--- config.mk ---
export PLATFORM = sky130hd
export DESIGN_NAME = rx_bit_packer
export DESIGN_NICKNAME = d
export VERILOG_FILES = /design/src/rtl/rx_bit_packer_pkg.sv /design/src/rtl/rx_byte_fifo.sv /design/src/rtl/rx_bit_packer.sv
export SDC_FILE = /design/constraint.sdc
export NUM_CORES = 1
export LEC_CHECK = 0
export ABC_AREA = 1
export CAP_MARGIN = 30
export CORE_AREA = 2 2 114 94
export DETAILED_ROUTE_END_ITERATION = 7
export DIE_AREA = 0 0 116 96
export GPL_ROUTABILITY_DRIVEN = 0
export HOLD_SLACK_MARGIN = 0.08
export MAX_ROUTING_LAYER = met4
export PLACE_DENSITY = 0.74
export SKIP_CTS_REPAIR_TIMING = 1
export SLEW_MARGIN = 20
export SYNTH_ARGS = -nofsm -noshare
export SYNTH_HDL_FRONTEND = slang
export SYNTH_HIERARCHICAL = 1
export SYNTH_SLANG_ARGS = --single-unit
--- constraint.sdc ---
create_clock -name sys_clk -period 2.55 [get_ports sys_clk]
set_input_delay 0.51 -clock sys_clk [delete_from_list [all_inputs] [get_ports sys_clk]]
set_output_delay 0.51 -clock sys_clk [all_outputs]
set_load 0.03 [all_outputs]
--- src/rtl/rx_bit_packer_pkg.sv ---
// Shared OFDM RX definitions: dibit/byte widths and the byte FIFO entry record.
// Latency: n/a (types and constants only).
// Backpressure: n/a.
package rx_bit_packer_pkg;

    localparam int DIBIT_W         = 2;
    localparam int BYTE_W          = 8;
    localparam int DIBITS_PER_BYTE = BYTE_W / DIBIT_W;

    // One FIFO slot: a packed byte plus its end-of-symbol marker.
    typedef struct packed {
        logic [BYTE_W-1:0] data;
        logic              last;
    } fifo_entry_t;

endpackage

--- src/rtl/rx_byte_fifo.sv ---
// First-word-fall-through byte FIFO with synchronous flush.
// Latency: a push is visible at head one cycle later; the head is combinational from storage.
// Backpressure: push to a full FIFO is ignored unless a pop happens in the same cycle.
//
// Ports:
//   sys_clk, sys_rst   clock, asynchronous active-high reset
//   flush              synchronous clear of both pointers (wins over push/pop)
//   push, push_entry   write request and record
//   pop                read request (ignored when empty)
//   head               record at the read pointer, zero when empty
//   full, empty        occupancy flags
module rx_byte_fifo
    import rx_bit_packer_pkg::*;
#(
    parameter int depth_g = 8
) (
    input  logic        sys_clk,
    input  logic        sys_rst,
    input  logic        flush,
    input  logic        push,
    input  fifo_entry_t push_entry,
    input  logic        pop,
    output fifo_entry_t head,
    output logic        full,
    output logic        empty
);

    localparam int AW = $clog2(depth_g);

    // Pointers carry one extra wrap bit so full and empty are distinguishable.
    logic [AW:0] wr_ptr;
    logic [AW:0] rd_ptr;
    fifo_entry_t mem [depth_g];

    logic wr_en;
    logic rd_en;

    assign empty = (wr_ptr == rd_ptr);
    assign full  = (wr_ptr[AW] != rd_ptr[AW]) && (wr_ptr[AW-1:0] == rd_ptr[AW-1:0]);

    assign rd_en = pop & ~empty & ~flush;
    // A full FIFO still takes a write when the head leaves in the same cycle.
    assign wr_en = push & (~full | rd_en) & ~flush;

    always_ff @(posedge sys_clk or posedge sys_rst) begin
        if (sys_rst) begin
            wr_ptr <= '0;
            rd_ptr <= '0;
        end else if (flush) begin
            wr_ptr <= '0;
            rd_ptr <= '0;
        end else begin
            if (wr_en) begin
                wr_ptr <= wr_ptr + 1'b1;
            end
            if (rd_en) begin
                rd_ptr <= rd_ptr + 1'b1;
            end
        end
    end

    always_ff @(posedge sys_clk) begin
        if (wr_en) begin
            mem[wr_ptr[AW-1:0]] <= push_entry;
        end
    end

    // Forcing zero when empty keeps the outputs clean straight out of reset.
    assign head = empty ? '0 : mem[rd_ptr[AW-1:0]];

endmodule

--- src/rtl/rx_bit_packer.sv ---
// Packs OFDM RX dibits MSB-first into bytes, tags the last byte of each symbol, buffers in a FWFT FIFO.
// Latency: 1 cycle from the edge accepting the 4th dibit to byte_valid (empty FIFO).
// Backpressure: none on the input; bytes arriving at a full FIFO without a pop are dropped and flagged.
//
// Ports:
//   sys_clk, sys_rst, sys_init           clock, async active-high reset, synchronous flush
//   rx_rcv_data, rx_rcv_data_valid       dibit stream from the demodulator
//   byte_data, byte_last, byte_valid     FIFO head
//   byte_ready                           consumer pops the head
//   overflow                             sticky drop flag
//   symbol_count                         completed symbols written into the FIFO (wraps)
module rx_bit_packer
    import rx_bit_packer_pkg::*;
#(
    parameter int raw_symbol_length_g = 160,
    parameter int fifo_depth_g        = 8
) (
    input  logic               sys_clk,
    input  logic               sys_rst,
    input  logic               sys_init,
    input  logic [DIBIT_W-1:0] rx_rcv_data,
    input  logic               rx_rcv_data_valid,
    output logic [BYTE_W-1:0]  byte_data,
    output logic               byte_last,
    output logic               byte_valid,
    input  logic               byte_ready,
    output logic               overflow,
    output logic [15:0]        symbol_count
);

    localparam int                    BIT_CNT_W      = $clog2(raw_symbol_length_g);
    localparam logic [BIT_CNT_W-1:0]  BIT_CNT_LAST   = BIT_CNT_W'(raw_symbol_length_g - DIBIT_W);
    localparam logic [1:0]            DIBIT_CNT_LAST = 2'(DIBITS_PER_BYTE - 1);

    logic [1:0]                 dibit_cnt;
    logic [BIT_CNT_W-1:0]       bit_cnt;
    logic [BYTE_W-DIBIT_W-1:0]  partial;

    logic        accept;
    logic        byte_done;
    logic        sym_done;
    logic        pop;
    logic        fifo_full;
    logic        fifo_empty;
    logic        push_ok;
    logic        dropped;
    fifo_entry_t push_entry;
    fifo_entry_t head;

    // A flush cycle discards the dibit presented with it.
    assign accept    = rx_rcv_data_valid & ~sys_init;
    assign byte_done = accept & (dibit_cnt == DIBIT_CNT_LAST);
    assign sym_done  = accept & (bit_cnt == BIT_CNT_LAST);

    // The 4th dibit goes straight into the record, so the byte lands in the FIFO on its own edge.
    assign push_entry.data = {partial, rx_rcv_data};
    assign push_entry.last = sym_done;

    assign pop     = byte_valid & byte_ready & ~sys_init;
    assign push_ok = byte_done & (~fifo_full | pop);
    assign dropped = byte_done & fifo_full & ~pop;

    always_ff @(posedge sys_clk or posedge sys_rst) begin
        if (sys_rst) begin
            dibit_cnt    <= '0;
            bit_cnt      <= '0;
            partial      <= '0;
            overflow     <= 1'b0;
            symbol_count <= '0;
        end else if (sys_init) begin
            dibit_cnt    <= '0;
            bit_cnt      <= '0;
            partial      <= '0;
            overflow     <= 1'b0;
            symbol_count <= '0;
        end else begin
            if (accept) begin
                partial   <= {partial[BYTE_W-2*DIBIT_W-1:0], rx_rcv_data};
                dibit_cnt <= dibit_cnt + 2'd1;
                // Counters keep running through drops so symbol alignment survives overflow.
                bit_cnt   <= sym_done ? '0 : bit_cnt + BIT_CNT_W'(DIBIT_W);
            end
            if (dropped) begin
                overflow <= 1'b1;
            end
            if (push_ok && push_entry.last) begin
                symbol_count <= symbol_count + 16'd1;
            end
        end
    end

    rx_byte_fifo #(
        .depth_g (fifo_depth_g)
    ) u_fifo (
        .sys_clk    (sys_clk),
        .sys_rst    (sys_rst),
        .flush      (sys_init),
        .push       (byte_done),
        .push_entry (push_entry),
        .pop        (pop),
        .head       (head),
        .full       (fifo_full),
        .empty      (fifo_empty)
    );

    assign byte_valid = ~fifo_empty;
    assign byte_data  = head.data;
    assign byte_last  = head.last;

endmodule

# == After elaboration in Yosys (flattened, before gate mapping) ==
# Memory sizes are Yosys's and may differ from the RTL's.
# Cells that the tools add are included.
# word_totals
word_cells,61
output_inout_bits,27
mem_count,1
register_bits,41
ram_bits,72
# mem_list
memory,depth,width,read_ports,rd_clocked_by_memory_dff,wr,line_no,text
u_fifo.mem,8,9,1,0,1,rx_byte_fifo.sv:33,fifo_entry_t mem [depth_g];
# classes
n_bitwise,18
n_eq_ne,5
addsub,5
reduce_logical,7
muxes,18
# op_table
op,n
16-bit 2-to-1 mux,2
8-bit 2-to-1 mux,3
16-bit by 1-bit adder with 16-bit output (second input constant),1
4-bit 2-to-1 mux,4
1-bit bitwise AND,12
6-bit 2-to-1 mux,2
2-bit nonzero test,5
9-bit 2-to-1 mux,1
4-bit by 1-bit adder with 4-bit output (second input constant),2
8-bit by 2-bit adder with 8-bit output (second input constant),1
8-bit == test (second input constant),1
4-bit == test,1
1-bit 2-to-1 mux,4
2-bit 2-to-1 mux,2
1-bit NOT,4
3-bit == test,1
2-bit by 1-bit adder with 2-bit output (second input constant),1
2-bit == test (second input constant),1
1-bit logical AND,2
1-bit bitwise OR,2
1-bit != test,1

# == Logic depth before layout (Yosys ltp) ==
# Gate-level depths: netlist of run 1.
# depth
ltp_word,11
depth_mapped,17

# == Cells and area by module ==
# Netlist of run 1, hierarchy kept.
# modules_own_cells
mod,seq_area_each_um2,cells_per_inst,n_inst,area_each_um2
rx_byte_fifo,2362.3,292,1,3403.3
rx_bit_packer,800.8,221,1,1774.2

# == Worst setup path after synthesis of run 1 ==
# Ideal clock, no wire load.
# synth_timing
kind,register to register
startpoint,register u_fifo.wr_ptr[1]
endpoint,memory u_fifo/mem[0][0] (netlist name) (enable)
arrival_time_ps,2178
slack_ps,-2
required_time_ps,2176
stages_incl_launch_ff,16
synth_period_minus_slack_ps,2552
cell_sequence,dfrtp_1 buf_2 inv_2 nand2_1 nand2_1 nor2_4 nand3_1 buf_2 inv_2 nor2_1 nand2_1 inv_1 inv_1 o2111ai_4 nand3_2 nor2_1
# synth_between
elab_chain_cells,11
# synth_rtl
element,line_no,text
start: declaration,rx_byte_fifo.sv:31,logic [AW:0] wr_ptr;
start signal: assignment,rx_byte_fifo.sv:54,wr_ptr <= wr_ptr + 1'b1;
4-bit == test,rx_byte_fifo.sv:38,assign empty = (wr_ptr == rd_ptr);
net fifo_empty,rx_bit_packer.sv:44,logic fifo_empty;
1-bit NOT,rx_bit_packer.sv:106,assign byte_valid = ~fifo_empty;
1-bit bitwise AND (2 in a row),rx_bit_packer.sv:59,assign pop = byte_valid & byte_ready & ~sys_init;
net pop,rx_bit_packer.sv:42,logic pop;
1-bit bitwise AND (2 in a row),rx_byte_fifo.sv:41,assign rd_en = pop & ~empty & ~flush;
1-bit bitwise OR,rx_byte_fifo.sv:43,assign wr_en = push & (~full | rd_en) & ~flush;
1-bit bitwise AND (2 in a row),rx_byte_fifo.sv:43,
1-bit 2-to-1 mux,rx_byte_fifo.sv:63,if (wr_en) begin
1-bit 2-to-1 mux (not written as such),rx_byte_fifo.sv:64,mem[wr_ptr[AW-1:0]] <= push_entry;
end: declaration,rx_byte_fifo.sv:33,
# The timed path passes the listed nets, and every way through them passes these cells.

# == Worst setup path in the final report of run 1 ==
# layout_timing
startpoint,register u_fifo.rd_ptr[3]
endpoint,memory u_fifo/mem[5][4] (netlist name) (enable)
# layout_between
elab_chain_cells,11
# layout_rtl
element,line_no,text
start: declaration,rx_byte_fifo.sv:32,logic [AW:0] rd_ptr;
start signal: assignment,rx_byte_fifo.sv:57,rd_ptr <= rd_ptr + 1'b1;
4-bit == test,rx_byte_fifo.sv:38,
net fifo_empty,rx_bit_packer.sv:44,
1-bit NOT,rx_bit_packer.sv:106,
1-bit bitwise AND (2 in a row),rx_bit_packer.sv:59,
net pop,rx_bit_packer.sv:42,
1-bit bitwise AND (2 in a row),rx_byte_fifo.sv:41,
1-bit bitwise OR,rx_byte_fifo.sv:43,
1-bit bitwise AND (2 in a row),rx_byte_fifo.sv:43,
1-bit 2-to-1 mux,rx_byte_fifo.sv:63,
1-bit 2-to-1 mux (not written as such),rx_byte_fifo.sv:64,
# The timed path passes the listed nets, and every way through them passes these cells.

==> results.yml, run 1 <==
outcome:
  outcome: "finished clean"
timing:
  hold_violations: 0
  holdWs_ns: 0.463
  setup_tns_ns: 0
  setup_ws_ns: 0.0772
  tightest_slew_ns: 0.463
  drv_slew: 0
  setup_viol: 0
  timing.fmax_ghz: 0.404
  min_period_ns: 2.47
  fin_crit_sh_pct: 97.0
  slew-limit-headroom_pct: 69.0
  finClkSkew_ns: 0.00497
floorplan:
  num_rows: 33
  dieArea_sq_mm: 0.0111
  io_pins: 34
  die_h_microns: 96
  start_util_pct: 51.8
  core_sq_mm: 0.00999
  die_x_microns: 116
synth:
  ys_types: 33
  ys_warn_count: 6
  ys_ff_latch: 112
  avgSynthCellArea_sq_um: 10.1
  async_flop_share_pct: 35.7
  synth_edf_count: 72
  syn-cell-area_sq_mm: 0.00518
  netlist_instances: 513
  synth_area_leaders: "edfxtp_1 (42%), dfrtp_1 (19%), nor2_1 (6.7%)"
  mappedNetlistNets: 525
  ys_seq_area_share_pct: 61.1
  synth_top_area_share_pct: 41.8
  synth_top_cell_by_area: "edfxtp_1"
  synth_flop_cell: "edfxtp_1"
placement:
  pre_cts_slack_ns: -0.0149
  numPortBuffers: 33
  hpwl_microns: 8090
  dpl_cell_area_sq_mm: 0.00581
finish:
  ff_latch_area_sq_mm: 0.00317
  final_common_cell: "nor2_1"
  fillCellCount: 804
  final_layout_size_suffix_gt1_share_pct: 15.3
  n_antenna_cell: 0
  stdcell_area_sq_mm: 0.00619
  syn2layout_area_growth_pct: 19.5
  layout_common_cells: "nor2_1 (86), nand2_1 (77), edfxtp_1 (72), o21ai_0 (42), dfrtp_1 (38)"
  multi_input_area_sq_mm: 0.00181
  nNetsFinal: 582
global_routing:
  grt_max_degree: 39
  met1_usage_pct: 30.8
  grt_util_met3_pct: 5.42
  overflow: 0
  grt_pass1_vias: 3727
  antenna_found_initial: 0
  grt_use_total_pct: 23.4
  grtUsageMet2_pct: 37.6
  grt_pass1_wl_microns: 18900
  busiest_layer: "met2"
drt:
  wl_per_cell_microns: 17.1
  wirelength_microns: 12200
  drtPass1Iterations: 5
  drc_errors: 0
  routed-via-count: 3964
  antenna_left: 0
  drt_iter0_drc: 356
  avgViaCountPerCell: 5.55
clock_tree:
  cts_tree: "yes"
  cts_sinks: 112
  max-clock-path-buffers: 2
  clock_latency_ns: 0.34
  cts-root-buf: "clkbuf_16"
  clkTransAtPathRegs_ns: 0.07
  numCtsBuffers: 9
  htreeDepth: 3
power:
  p_int_mw: 2.63
  p_leak_nw: 2.58
  seqPwrFrac_pct: 58.5
  ir_drop_v: 0.000416
  powerDensity_mw_per_mm2: 540
  power_frac_comb_pct: 2.8
  switchingPower_mw: 0.711
  switching_share_pct: 21.3
  clockPowerShare_pct: 38.7
setup_path:
  end_kind: "flop"
  r2r-start: "u_fifo/rd_ptr[3]$_DFFE_PP0P_"
  ff2ff_setup_slack_ns: 0.08
  critPathLaunchType: "flop"
  worstPathMaxFanout: 8
  timing.rr.end: "u_fifo/mem[5][4]$_DFFE_PP_"
  critPathKind: "flop to flop"
  worstPathArrival_ns: 2.53
  rr_worst_depth: 15
  cp_data_required_time_ns: 2.61
flow_run:
  max-cap-violations: 0
hold_path:
  hold_path.class: "input pin to async pin"
per-layer routing:
metal,routed length [microns],vias to the layer above
li1,-,1877
met1,5350,1930
met2,5900,145
met3,886,12
met4,114,0
met5,0,-
worst max path at each step:
stage                                      start  depth (start not counted)  slack, ns                          to
floorplan           u_fifo/wr_ptr[1]$_DFFE_PP0P_                         15     -0.002  u_fifo/mem[0][0]$_DFFE_PP_
global placement    u_fifo/rd_ptr[1]$_DFFE_PP0P_                          7      -0.04                byte_data[3]
detailed placement  u_fifo/rd_ptr[0]$_DFFE_PP0P_                          6      -0.01                byte_data[3]
CTS                 u_fifo/rd_ptr[0]$_DFFE_PP0P_                          6      -0.39                byte_data[3]
global route        u_fifo/wr_ptr[0]$_DFFE_PP0P_                         15      -0.02  u_fifo/mem[5][4]$_DFFE_PP_
finish              u_fifo/rd_ptr[3]$_DFFE_PP0P_                         15       0.08  u_fifo/mem[5][4]$_DFFE_PP_
synthesized netlist by cell type, types with 3 or more instances:
master	instances
a21oi_1	6
buf_2	13
clkbuf_1	4
dfrtp_1	40
edfxtp_1	72
ha_1	5
inv_1	32
inv_2	4
nand2_1	78
nand2_2	6
nand2_4	3
nand3_1	32
nand4_1	15
nor2_1	92
nor2_4	3
o21ai_0	42
o21ai_1	19
o22ai_1	22
xor2_1	8
per-stage QoR:
step / utilization (%) / total power, mW / std cells
floorplan: - / 2.04 / 513
global placement: 58.1 / 2.08 / 695
detailed placement: 58.1 / 2.09 / 695
CTS: 60.8 / 3.37 / 710
global route: 61.9 / 3.45 / 714
finish: 61.9 / 3.34 / 714
area by class of cell:
cell class | instances | share of cell area (%)
flip-flops and latches | 112 | 51.2
multi-input cells | 344 | 29.2
repair buffers | 66 | 10.1
clock buffers | 9 | 3.64
well taps | 140 | 2.83
inverters | 37 | 2.29
clock inverters | 6 | 0.748
flip-flops by register name, summed over array words and instances (netlist names):
register	cells
dibit_cnt	2
u_fifo/rd_ptr	4
u_fifo/wr_ptr	4
overflow	1
partial	6
u_fifo/mem	72
symbol_count	16
bit_cnt	7
power by group through the flow:
stage	logic, mW	clock network (mW)	registers [mW]
floorplan	0.0482	0	1.99
detailed placement	0.0944	0	1.99
global placement	0.0914	0	1.99
CTS	0.0946	1.32	1.95
global route	0.105	1.39	1.95
finish	0.0945	1.29	1.95
worst max-delay path: stages (launching register included):
cell and delay, ns:
dfrtp_1 0.41, inv_1 0.10, nand2_1 0.07, nand2_2 0.09
inv_1 0.08, nand3_2 0.10, buf_4 0.14, inv_2 0.04
nor2_1 0.10, nand2_1 0.12, inv_1 0.09, inv_1 0.07
o2111ai_4 0.22, nand3_4 0.20, nor2_4 0.16, clkbuf_4 0.20
logic make-up (layout without fill, tap and decap cells):
family	Yosys count	in the layout	share of synthesized area, %
and+or+nand+nor	234	234	20.5
DFF	112	112	61.1
AOI/OAI and AO/OA	95	95	10.5
buffers and inverters	57	118	4.78
xor gates and xnor gates	10	10	1.84
adders and majority gates	5	5	1.21
No activity file was read; power rests on OpenSTA's default activity.
==> run 2: changes to the inputs <==
- SKIP_LAST_GASP: default -> 1
==> results.yml, run 2 (synthesis gave the netlist of run 1 again) <==
outcome:
  outcome: "finished clean"
timing:
  finClkSkew_ns: 0.00575
  fin_crit_sh_pct: 99.8
  tightest_slew_ns: 0.454
  setup_viol: 0
  timing.fmax_ghz: 0.393
  min_period_ns: 2.55
  hold_violations: 0
  rsz0062_at_grt: "yes"
  drv_slew: 0
  slew-limit-headroom_pct: 69.7
  setup_tns_ns: 0
power:
  ir_drop_v: 0.000417
  p_leak_nw: 2.60
  powerDensity_mw_per_mm2: 541
placement:
  hpwl_microns: 8090
  numPortBuffers: 33
setup_path:
  slowest_stage: "dfrtp_1"
  crit_family: "buffers and inverters"
  worstPathMaxFanout: 19
  critPathLaunchType: "flop"
  cp-startpoint: "u_fifo/rd_ptr[1]$_DFFE_PP0P_"
  cp_data_required_time_ns: 2.04
  r2r-start: "u_fifo/rd_ptr[3]$_DFFE_PP0P_"
  critPathKind: "flop to output port"
  critPathBufInv: 3
  worstPathArrival_ns: 2.04
  path_cells: "inv_1 -> buf_4 -> o21ai_0 -> o22ai_1 -> o21ai_1 -> nor2_1 -> dlymetal6s2s_1"
  end_kind: "output port"
  ff2ff_setup_slack_ns: 0.07
  rr_worst_depth: 15
  timing.rr.end: "u_fifo/mem[7][6]$_DFFE_PP_"
  slowest_delay_ns: 0.43
global_routing:
  grt_pass1_vias: 3727
  overflow: 0
  grt_max_degree: 39
  antenna_found_initial: 0
  grtUsageMet2_pct: 37.6
  grt_util_met3_pct: 5.42
  grt_pass1_wl_microns: 18900
  met1_usage_pct: 30.8
  busiest_layer: "met2"
  grt_use_total_pct: 23.4
finish:
  syn2layout_area_growth_pct: 19.6
  fillCellCount: 791
  fin_util_pct: 62.0
  n_antenna_cell: 0
  layout_common_cells: "nor2_1 (86), nand2_1 (77), edfxtp_1 (72), o21ai_0 (42), dfrtp_1 (38)"
  nNetsFinal: 582
  largest_reg_flops: 72
  final_layout_size_suffix_gt1_share_pct: 15.2
  final_common_cell: "nor2_1"
clock_tree:
  cts-root-buf: "clkbuf_16"
  clock_latency_ns: 0.35
  max-clock-path-buffers: 2
  numCtsBuffers: 9
  cts_tree: "yes"
  htreeDepth: 3
  clkTransAtPathRegs_ns: 0.07
  cts_sinks: 112
drt:
  antenna_left: 0
  drtPass1Iterations: 6
  wirelength_microns: 12400
  drc_errors: 0
  routed-via-count: 4009
  wl_per_cell_microns: 17.4
  drt_iter0_drc: 334
  avgViaCountPerCell: 5.61
flow_run:
  max-cap-violations: 0
floorplan:
  dieArea_sq_mm: 0.0111
  die_h_microns: 96
  core_sq_mm: 0.00999
  start_util_pct: 51.8
  die_x_microns: 116
  num_rows: 33
  io_pins: 34
hold_path:
  hold_path.class: "input pin to async pin"
[run 2: cell count changes in the layout (fill, tap and decap cells not counted), sizes merged]
cell / change
clkbuf: -1
dlymetal6s2s: +1
[run 2: worst max-delay path by stage]
stage / end / slack (ns) / cells past startpoint
after detailed placement: byte_data[3] / -0.01 / 6
after floorplan: u_fifo/mem[0][0]$_DFFE_PP_ / -0.002 / 15
after CTS: byte_data[3] / -0.39 / 6
final: byte_data[3] / 0.005 / 7
after global placement: byte_data[3] / -0.04 / 7
after global routing: byte_data[3] / -0.08 / 7
[run 2: layout make-up]
type | instances | area [sq um] | area share (%)
flip-flops and latches | 112 | 3170 | 51.1
multi-input cells | 344 | 1810 | 29.2
repair buffers | 66 | 634 | 10.2
clock buffers | 9 | 225 | 3.64
well taps | 140 | 175 | 2.83
inverters | 37 | 141 | 2.28
clock inverters | 6 | 46.3 | 0.747
[run 2: per-layer routing]
metal / up-vias / routed length, microns / part of all wire (%)
met2: 160 / 6030 / 49
met5: - / 0 / 0
li1: 1880 / - / -
met1: 1957 / 5350 / 43
met3: 12 / 903 / 7.3
met4: 0 / 110 / 0.89
[run 2: metrics by stage]
step / cell area (sq um) / cells / power [mW] / hold slack (ns) / setup slack (ns)
2_1_floorplan: 5180 / 513 / 2.04 / 0.326 / -0.00231
3_3_place_gp: 5810 / 695 / 2.08 / 0.486 / -0.0440
3_5_place_dp: 5810 / 695 / 2.09 / 0.515 / -0.0149
4_1_cts: 6080 / 710 / 3.37 / 0.471 / -0.389
5_1_grt: 6190 / 714 / 3.45 / 0.501 / -0.0816
6_report: 6190 / 714 / 3.35 / 0.463 / 0.00463
[run 2: power breakdown]
part	total [mW]	switching [mW]	internal, mW
clock network	1.30	0.639	0.663
logic	0.0942	0.0634	0.0308
registers	1.95	0.0161	1.94
==> run 3: changes to the inputs <==
- CORE_AREA: 2 2 114 94 -> 2 2 112 92
- CTS_BUF_LIST: default -> sky130_fd_sc_hd__clkbuf_2 sky130_fd_sc_hd__clkbuf_4 sky130_fd_sc_hd__clkbuf_8
- DIE_AREA: 0 0 116 96 -> 0 0 114 94
- MAX_ROUTING_LAYER: met4 -> default
- clock period: 2.55 -> 3.3 ns (I/O delays scaled with it)
==> results.yml, run 3 (synthesis gave the netlist of run 1 again) <==
global_routing:
  grt_use_total_pct: 23.6
  antenna_found_initial: 0
  grt_util_met3_pct: 4.52
  busiest_layer: "met2"
  grt_pass1_vias: 3615
  grt_max_degree: 40
  overflow: 0
  grtUsageMet2_pct: 36.8
  met1_usage_pct: 34.3
  grt_pass1_wl_microns: 19100
finish:
  fin_util_pct: 61.7
  final_common_cell: "nor2_1"
  largest_reg_flops: 72
  n_antenna_cell: 0
  layout_common_cells: "nor2_1 (92), nand2_1 (78), edfxtp_1 (72), o21ai_0 (42), dfrtp_1 (40)"
  nNetsFinal: 567
  final_layout_size_suffix_gt1_share_pct: 10.9
  syn2layout_area_growth_pct: 13.5
timing:
  fin_crit_sh_pct: 95.2
  min_period_ns: 3.14
  drv_slew: 0
  setup_ws_ns: 0.160
  timing.fmax_ghz: 0.318
  finClkSkew_ns: 0.00655
  setup_viol: 0
  hold_violations: 0
  slew-limit-headroom_pct: 66.6
  tightest_slew_ns: 0.499
setup_path:
  critPathLaunchType: "flop"
  rr_worst_depth: 14
  r2r-start: "u_fifo/rd_ptr[0]$_DFFE_PP0P_"
  timing.rr.end: "u_fifo/mem[0][0]$_DFFE_PP_"
  end_kind: "output port"
  worstPathMaxFanout: 39
  cpMostUsedCell: "nand2_2"
  ff2ff_setup_slack_ns: 0.54
  slowest_stage: "clkdlybuf4s50_1"
  path_cells: "buf_4 -> nand2_2 -> nand2_2 -> nor2_4 -> nand3_2 -> o21ai_1 -> nor2_1 -> clkdlybuf4s50_1"
  worstPathArrival_ns: 2.48
  cp_data_required_time_ns: 2.64
  critPathKind: "flop to output port"
  slowest_delay_ns: 0.69
hold_path:
  hold_start: "dibit_cnt[0]$_DFFE_PP0P_"
  whs_path_depth: 1
  hold_path_end: "dibit_cnt[0]$_DFFE_PP0P_"
  hold_path.class: "flop to flop"
clock_tree:
  cts_tree: "yes"
  cts_sinks: 112
  clock_latency_ns: 0.38
  max-clock-path-buffers: 2
  cts-root-buf: "clkbuf_8"
  numCtsBuffers: 9
  htreeDepth: 3
  clkTransAtPathRegs_ns: 0.10
power:
  switchingPower_mw: 0.543
  p_leak_nw: 2.33
  ir_drop_v: 0.000205
  seqPwrFrac_pct: 64.1
  power_frac_comb_pct: 3.0
  powerDensity_mw_per_mm2: 401
  p_int_mw: 1.81
  clockPowerShare_pct: 32.8
  switching_share_pct: 23.0
  finalPower_mw: 2.36
floorplan:
  start_util_pct: 54.3
  die_x_microns: 114
  core_sq_mm: 0.00953
  die_h_microns: 94
  dieArea_sq_mm: 0.0107
  num_rows: 32
  io_pins: 34
drt:
  wirelength_microns: 11900
  drc_errors: 0
  avgViaCountPerCell: 5.72
  drtPass1Iterations: 5
  antenna_left: 0
  routed-via-count: 3883
  wl_per_cell_microns: 17.6
  drt_iter0_drc: 325
placement:
  hpwl_microns: 8340
  numPortBuffers: 33
  pre_cts_slack_ns: 0.409
outcome:
  outcome: "finished clean"
flow_run:
  max-cap-violations: 0
==> run 3: per-layer routing <==
layer,wire length [microns],up-vias
met4,153,0
met1,5300,1869
li1,-,1846
met3,832,16
met2,5630,152
met5,0,-
==> run 3: critical path, delay by kind of cell, from the launching register on <==
family / cells / cell delay (ns)
AOI/OAI and AO/OA: 1 / 0.12
buffers and inverters: 2 / 1.03
DFF: 1 / 0.36
and+or+nand+nor: 5 / 0.59
==> run 3: final cells by class <==
class	count	area (sq um)
clock inverters	6	51.3
inverters	37	141
repair buffers	51	469
fillers	756	3650
multi-input cells	344	1770
clock buffers	10	131
well taps	119	149
flip-flops and latches	112	3160
==> run 3: stage by stage <==
step           instances  hold WS (ns)  instance area, sq um  TNS (ns)
5_1_grt              679         0.555                  5880  -0.00328
3_3_place_gp         663         0.486                  5690         0
4_1_cts              679         0.544                  5870   -0.0187
6_report             679         0.540                  5880         0
3_5_place_dp         663         0.514                  5690         0
2_1_floorplan        513         0.466                  5180         0
==> run 3: power by group through the flow <==
stage | combinational [mW] | clock (mW) | sequential (mW)
after global routing | 0.0802 | 0.846 | 1.51
final | 0.0719 | 0.774 | 1.51
after CTS | 0.0730 | 0.791 | 1.51
after detailed placement | 0.0727 | 0 | 1.54
after global placement | 0.0699 | 0 | 1.54
after floorplan | 0.0373 | 0 | 1.54
==> run 3: worst max-delay path by stage <==
stage / start / depth (start not counted) / end / slack (ns)
finish: u_fifo/rd_ptr[0]$_DFFE_PP0P_ / 8 / byte_last / 0.16
global route: u_fifo/rd_ptr[0]$_DFFE_PP0P_ / 6 / byte_data[5] / -0.003
CTS: u_fifo/rd_ptr[0]$_DFFE_PP0P_ / 8 / byte_last / -0.02
detailed placement: u_fifo/rd_ptr[0]$_DFFE_PP0P_ / 8 / byte_last / 0.41
global placement: u_fifo/rd_ptr[0]$_DFFE_PP0P_ / 8 / byte_last / 0.47
floorplan: u_fifo/wr_ptr[1]$_DFFE_PP0P_ / 15 / u_fifo/mem[0][0]$_DFFE_PP_ / 0.75
